## src/rtl/pipe_pkg.sv

```systemverilog
// Shared types for pipeline-boundary stages: skid-buffer state encoding,
// occupancy width and per-stage payload templates that callers pack into
// the opaque payload of pipe_skid_stage.
package pipe_pkg;

  typedef enum logic [1:0] {
    EMPTY = 2'd0,
    ONE   = 2'd1,
    FULL  = 2'd2
  } skid_state_t;

  localparam int OCC_W = 2;

  // Decode -> execute payload template.
  typedef struct packed {
    logic [31:0] pc;
    logic [31:0] pc_plus4;
    logic [31:0] rs1_data;
    logic [31:0] rs2_data;
    logic [4:0]  rs1;
    logic [4:0]  rs2;
    logic [4:0]  rd;
    logic        reg_write;
    logic [1:0]  result_sel;
  } id_ex_payload_t;

  // Execute -> memory payload template.
  typedef struct packed {
    logic [31:0] pc_plus4;
    logic [31:0] alu_result;
    logic [31:0] mem_data;
    logic [4:0]  rd;
    logic        reg_write;
    logic [1:0]  result_sel;
  } ex_mem_payload_t;

  // Memory -> writeback payload template.
  typedef struct packed {
    logic [31:0] pc_plus4;
    logic [31:0] alu_result;
    logic [31:0] mem_data;
    logic [4:0]  rd;
    logic        reg_write;
    logic [1:0]  result_sel;
  } mem_wb_payload_t;

endpackage

```

## src/rtl/pipe_sat_counter.sv

```systemverilog
// Saturating up-counter: counts cycles with inc=1, sticks at all-ones,
// cleared only by the synchronous active-high reset.
module pipe_sat_counter #(
  parameter int CNT_W = 16
) (
  input  logic             clk,
  input  logic             rst,
  input  logic             inc,
  output logic [CNT_W-1:0] count
);

  logic [CNT_W-1:0] r_count;

  // Count up on inc, hold once all-ones is reached.
  always_ff @(posedge clk) begin
    if (rst) begin
      r_count <= '0;
    end else if (inc && (r_count != {CNT_W{1'b1}})) begin
      r_count <= r_count + 1'b1;
    end
  end

  assign count = r_count;

endmodule

```

## src/rtl/pipe_skid_stage.sv

```systemverilog
// Pipeline-boundary register with a 2-entry skid buffer and valid/ready
// handshake. in_ready and out_valid come from registered state only, so
// out_ready never reaches in_ready combinationally. Flush empties the stage
// without touching payload registers.
// Optional perf counters (stall_cnt, bubble_cnt) are built only when the
// macro PIPE_STAGE_PERF_EN is defined; otherwise both outputs are tied to 0.
//
// state | meaning
// EMPTY | no entry held, out_valid=0
// ONE   | head entry in main register
// FULL  | head in main, next entry in skid, in_ready=0
module pipe_skid_stage
  import pipe_pkg::*;
#(
  parameter int PAYLOAD_W = 64,
  parameter int CNT_W     = 16
) (
  input  logic                 clk,
  input  logic                 rst,
  input  logic                 flush,
  input  logic                 in_valid,
  output logic                 in_ready,
  input  logic [PAYLOAD_W-1:0] in_data,
  input  logic                 in_err,
  output logic                 out_valid,
  input  logic                 out_ready,
  output logic [PAYLOAD_W-1:0] out_data,
  output logic                 out_err,
  output logic [OCC_W-1:0]     occupancy,
  output logic [CNT_W-1:0]     stall_cnt,
  output logic [CNT_W-1:0]     bubble_cnt
);

  localparam int ENTRY_W = PAYLOAD_W + 1;

  skid_state_t        r_state;
  skid_state_t        w_state_nxt;
  logic [ENTRY_W-1:0] r_main;
  logic [ENTRY_W-1:0] r_skid;
  logic [ENTRY_W-1:0] w_main_nxt;
  logic [ENTRY_W-1:0] w_skid_nxt;
  logic [ENTRY_W-1:0] w_in_entry;
  logic               w_in_fire;
  logic               w_out_fire;

  // Error flag rides in the MSB so it can never separate from its payload.
  assign w_in_entry = {in_err, in_data};

  // While rst is high every output reads as idle, even before the reset edge.
  assign in_ready   = (r_state != FULL)  & ~rst;
  assign out_valid  = (r_state != EMPTY) & ~rst;
  assign out_data   = rst ? '0 : r_main[PAYLOAD_W-1:0];
  assign out_err    = r_main[PAYLOAD_W] & ~rst;
  assign occupancy  = rst ? '0 : r_state;

  assign w_in_fire  = in_valid & in_ready;
  assign w_out_fire = out_valid & out_ready;

  // State register and payload storage.
  always_ff @(posedge clk) begin
    if (rst) begin
      r_state <= EMPTY;
      r_main  <= '0;
      r_skid  <= '0;
    end else begin
      r_state <= w_state_nxt;
      r_main  <= w_main_nxt;
      r_skid  <= w_skid_nxt;
    end
  end

  // Next-state and payload steering; flush overrides the handshake.
  always_comb begin
    w_state_nxt = r_state;
    w_main_nxt  = r_main;
    w_skid_nxt  = r_skid;
    case (r_state)
      EMPTY: begin
        if (w_in_fire) begin
          w_state_nxt = ONE;
          w_main_nxt  = w_in_entry;
        end
      end
      ONE: begin
        if (w_in_fire && w_out_fire) begin
          w_main_nxt = w_in_entry;
        end else if (w_in_fire) begin
          w_state_nxt = FULL;
          w_skid_nxt  = w_in_entry;
        end else if (w_out_fire) begin
          w_state_nxt = EMPTY;
        end
      end
      FULL: begin
        if (w_out_fire) begin
          w_state_nxt = ONE;
          w_main_nxt  = r_skid;
        end
      end
      default: begin
        w_state_nxt = EMPTY;
      end
    endcase
    if (flush) begin
      w_state_nxt = EMPTY;
      w_main_nxt  = r_main;
      w_skid_nxt  = r_skid;
    end
  end

`ifdef PIPE_STAGE_PERF_EN
  logic w_stall_inc;
  logic w_bubble_inc;

  assign w_stall_inc  = out_valid & ~out_ready;
  assign w_bubble_inc = ~out_valid & ~rst;

  pipe_sat_counter #(.CNT_W(CNT_W)) u_stall_cnt (
    .clk   (clk),
    .rst   (rst),
    .inc   (w_stall_inc),
    .count (stall_cnt)
  );

  pipe_sat_counter #(.CNT_W(CNT_W)) u_bubble_cnt (
    .clk   (clk),
    .rst   (rst),
    .inc   (w_bubble_inc),
    .count (bubble_cnt)
  );
`else
  assign stall_cnt  = '0;
  assign bubble_cnt = '0;
`endif

endmodule

```

## config.mk

```make
export PLATFORM = sky130hd
export DESIGN_NAME = pipe_skid_stage
export DESIGN_NICKNAME = d
export VERILOG_FILES = /design/src/rtl/pipe_pkg.sv /design/src/rtl/pipe_sat_counter.sv /design/src/rtl/pipe_skid_stage.sv
export SDC_FILE = /design/constraint.sdc
export NUM_CORES = 1
export LEC_CHECK = 0
export CORE_MARGIN = 2
export CORE_UTILIZATION = 43
export CTS_CLUSTER_DIAMETER = 40
export CTS_CLUSTER_SIZE = 10
export DETAILED_ROUTE_END_ITERATION = 10
export PLACE_DENSITY_LB_ADDON = 0.12
export SLEW_MARGIN = 20
export SYNTH_ARGS = -nofsm -noshare
export SYNTH_HDL_FRONTEND = slang
export SYNTH_SLANG_ARGS = --single-unit
```

## constraint.sdc

```tcl
create_clock -name clk -period 1.7 [get_ports clk]
set_input_delay 0.425 -clock clk [delete_from_list [all_inputs] [get_ports clk]]
set_output_delay 0.425 -clock clk [all_outputs]
set_load 0.1 [all_outputs]
```

# --- Yosys cells after proc, flatten, opt, wreduce, memory -nomap -nowiden ---
# Cells that the tools add are included.
# Widths: inputs -> output; s select.
totals:
  wordCells: 39
  regBits: 132
op_classes:
  n_bitwise: 8
  eq_ne: 8
  reduce_logical: 8
  n_mux: 12
op_table:
  columns: ["cell", "count"]
  rows:
  - ["$mux 65", 3]
  - ["$pmux 65 s3", 1]
  - ["$mux 64", 1]
  - ["$mux 2", 6]
  - ["$ne 2x2->1 const B", 5]
  - ["$reduce_and 4->1", 2]
  - ["$pmux 2 s3", 1]
  - ["$and 1x1->1", 5]
  - ["$reduce_and 5->1", 1]
  - ["$ne 3x3->1 const B", 1]
  - ["$not 1->1", 3]
  - ["$reduce_bool 3->1", 1]
  - ["$eq 2x1->1 const B", 1]
  - ["$eq 2x2->1 const B", 1]
  - ["$logic_not 2->1", 1]
  - ["$reduce_bool 2->1", 1]
  - ["$reduce_or 2->1", 1]
  - ["$logic_and 1x1->1", 1]

# --- Logic depth before layout (Yosys ltp) ---
depth:
  ltp_word: 7
  mapped_depth: 7
  mapped_depth_nobuf: 4

# --- Worst setup path after synthesis ---
# Ideal clock, no wire load.
synth_timing:
  path_type: "reg-to-output"
  from: "reg r_state[0]"
  to: "out in_ready"
  path_slack_ns: -1.021
  n_path_buf: 3
  stages_incl_launch_ff: 6
  t_arrival_ns: 2.296
  required_ns: 1.275
  cell_sequence: "dfxtp_1 nand2b_1 buf_2 buf_6 buf_4 nor2b_1"
synth_via:
  elab_chain_len: 2
synth_rtl:
  columns: ["element", "line_no", "source"]
  rows:
  - ["start: declaration", "pipe_skid_stage.sv:36", "skid_state_t r_state;"]
  - ["start signal: assignment", "pipe_skid_stage.sv:66", "r_state <= w_state_nxt;"]
  - ["$ne 2x2->1", "pipe_skid_stage.sv:50", "assign in_ready = (r_state != FULL) & ~rst;"]
  - ["$and 1x1->1", "pipe_skid_stage.sv:50", null]
  - ["end: declaration", "pipe_skid_stage.sv:22", "output logic in_ready,"]
# Every way passes these cells.

# --- Worst setup path in the final report ---
# Same ends and word-level chain as after synthesis.

==> impl_metrics.py <==
metrics = {
    "pwr": {
        "leakagePower_uw": 0.00372,
        "power_density_nw_per_um2": 892,
        "share_comb_of_total_power_pct": 20.8,
        "clkPwrFrac_pct": 39.8,
        "irDropWorstVdd_mv": 0.642,
        "p_seq_share_pct": 39.4,
        "swShare_pct": 29.1,
        "p_sw_uw": 2380,
        "cellInternalPower_uw": 5800,
    },
    "clock_tree": {
        "numCtsBuffers": 17,
        "cts.sinks": 132,
        "insertion_delay_ns": 0.41,
        "cts_tree": "yes",
        "ctsLongestPathBuffers": 2,
        "cts.clk_slew.worst_paths_ns": 0.05,
        "cts_hold_buf": 0,
        "cts_max_level": 4,
        "clockRootBuffer": "clkbuf_16",
    },
    "sta": {
        "finalHoldViolations": 0,
        "slew_viol_final": 0,
        "hold_ws_ns": 0.338,
        "finalCritPeriodShare_pct": 97.3,
        "grt_setup_unrepaired": "yes",
        "fmax_mhz": 604,
        "period_needed_ns": 1.65,
        "setup-violations-final": 0,
        "finalClockSkew_ns": 0.00447,
        "setup_tns_ns": 0,
    },
    "detailed_routing": {
        "num_vias": 5283,
        "drt_iter0_drc": 412,
        "route.detailed.drc": 0,
        "wire_per_inst_um": 15.8,
        "via_per_inst": 5.19,
        "ant_nets": 0,
        "wl_mm": 16.1,
        "drt_pass1_iterations": 6,
    },
    "hold_path": {
        "hold_path.class": "input port to flop",
        "worstHoldStart": "rst",
        "whs_path_depth": 2,
        "min_to": "r_skid[28]",
    },
    "finish": {
        "num-nets-final": 901,
        "diodes": 0,
        "syn2layout_area_growth_pct": 55.2,
        "drive_gt1_share_pct": 24.7,
    },
    "logic_synthesis": {
        "synth.avg_cell_area_um2": 8.43,
        "synthMuxAreaShare_pct": 11.2,
        "synthDistinctLibCells": 24,
        "synth_top_area_cell": "dfxtp_1",
        "yosys-top-cells-area": "dfxtp_1 (45%), mux2i_1 (11%), nand2_1 (8.4%), o21ai_1 (8.1%), nor2b_1 (7.3%)",
        "synth_top_family_by_area": "simple AND/OR/NAND/NOR gates",
        "synth_top_cell_area_share_pct": 44.7,
        "ys.flop_type": "dfxtp_1",
        "synth_xor_area_share_pct": 0,
        "synth_edf_count": 0,
        "syn_area_um2": 5910,
        "async_flop_share_pct": 0,
        "synthCells": 701,
        "synth_seq_cells": 132,
        "synthSimpleGateAreaFrac_pct": 17.1,
        "synth_common_cells": "dfxtp_1 (132), nand2_1 (132), o21ai_1 (96)",
        "yosysWarnings": 0,
        "synth_seq_area_share_pct": 44.7,
        "synthAdderAreaFrac_pct": 0,
        "synth_compound_area_share_pct": 17.0,
    },
    "worst_setup_path": {
        "critPathKind": "flop to output port",
        "ff2ff_setup_slack_ns": 0.17,
        "cp_data_required_time_ns": 1.27,
        "cp_max_fo": 4,
        "worstReg2RegEnd": "r_main[16]",
        "cp-start-kind": "flop",
        "max_stage_delay_ns": 0.35,
        "r2r_start": "r_state[0]",
        "crit_family": "flip-flops",
        "cp.arrival_ns": 1.23,
        "end_kind": "output port",
        "cp_num_buf_inv": 1,
        "cpMaxStageDelayCell": "dfxtp_4",
        "rr_worst_depth": 6,
        "crit_path_cell_trace": "nand2b_4 -> nor2b_4 -> buf_12",
    },
    "grt": {
        "grt_start_max_net_pins": 47,
        "first_global_vias": 5363,
        "grt.total_usage_pct": 22.6,
        "grt_overflow": 0,
        "antenna_found_initial": 0,
        "grt_pass1_wl_mm": 26.1,
    },
    "floorplan": {
        "fp-row-count": 42,
        "core-area_um2": 13300,
        "initial_core_util_pct": 44.3,
        "pin_count": 171,
        "die_x_um": 121,
        "fp.dieH_um": 121,
        "die_area_um2": 14700,
    },
    "run": {
        "cap_violations": 0,
    },
    "place": {
        "gp_congestion": 0.829,
        "portBuffers": 138,
        "place_hpwl_mm": 10.9,
    },
    "status": {
        "status": "finished, final reports clean",
    },
}
## routing by layer
metal | vias up | part of all wire [%] | GRT usage, %
met1 | 2535 | 42 | 27.2
met4 | 0 | 2.2 | 9.34
met2 | 183 | 50 | 38.1
met3 | 30 | 5.9 | 5.97
met5 | - | 0 | 0
li1 | 2535 | - | -
## cell usage in the layout (no fill, tap or decap), types with 3 or more instances in the layout
| cell | netlist | final |
|---|---|---|
| clkdlybuf4s50_1 | 0 | 68 |
| dfxtp_1 | 132 | 130 |
| nand2_1 | 132 | 132 |
| buf_12 | 0 | 79 |
| nor2b_4 | 0 | 68 |
| a21oi_1 | 66 | 66 |
| clkbuf_1 | 20 | 3 |
| clkbuf_16 | 0 | 17 |
| o21ai_1 | 96 | 96 |
| conb_1 | 1 | 32 |
| o21ai_0 | 34 | 34 |
| buf_4 | 37 | 21 |
| clkbuf_8 | 0 | 6 |
| mux2i_1 | 66 | 66 |
| clkinv_2 | 0 | 5 |
## cell families after synthesis
kind of cell	count (synthesis)
compound gates	199
buf+inv	90
flops	132
mux	66
other cells	1
simple gates	213
## sequential cells by signal, summed over array words and instances, names as in the netlist
name     flops
r_main      65
r_skid      65
r_state      2
## stage by stage
| stage | power [uW] | std cells | utilization (%) | worst slack [ns] | cell area, um^2 |
|---|---|---|---|---|---|
| final | 8180 | 1018 | 68.7 | 0.0454 | 9170 |
| after global routing | 8440 | 1018 | 68.7 | -0.0125 | 9170 |
| after CTS | 8250 | 1017 | 68.6 | 0.000375 | 9160 |
| after detailed placement | 4990 | 986 | 64.6 | -0.234 | 8620 |
| after global placement | 4960 | 986 | 64.6 | -0.188 | 8620 |
| after floorplan | 4500 | 732 | - | -0.103 | 6680 |
## how the worst max path moves through the flow
stage	start	to	depth (start not counted)
final	r_state[0]	in_ready	3
after global routing	r_state[0]	in_ready	3
after floorplan	r_state[0]	in_ready	5
after detailed placement	in_valid	r_skid[25]	6
after global placement	in_valid	r_skid[30]	6
after CTS	r_state[0]	in_ready	3
## power groups by stage
| stage | combinational (uW) | sequential (uW) | clock [uW] |
|---|---|---|---|
| 6_report | 1700 | 3220 | 3260 |
| 5_1_grt | 1770 | 3230 | 3440 |
| 4_1_cts | 1710 | 3220 | 3320 |
| 3_5_place_dp | 1700 | 3290 | 0 |
| 3_3_place_gp | 1680 | 3280 | 0 |
| 2_1_floorplan | 1220 | 3280 | 0 |
## worst reg2reg max path, stage by stage (launching register included)
cell and delay (ns):
dfxtp_4 0.35, buf_4 0.14, nor2b_2 0.17, o21a_2 0.25
buf_4 0.21, o21ai_0 0.21, o21ai_1 0.09
## repair_timing
| item | 4_1_cts | 5_1_grt |
|---|---|---|
| endpoints found under the hold margin | 0 | 0 |
| setup endpoints to repair | 15 | 2 |
| setup buffers | 1 | 1 |
| resized for setup | 3 | 1 |
## layout make-up
type	count	area, um^2
fill	1006	4180
timing repair buffer	170	2440
sequential	132	2650
clock buffer	25	505
multi-input combinational	510	3330
clock inverter	5	25.0
tap	176	220
Note: power is estimated with default switching activity, not from simulation.
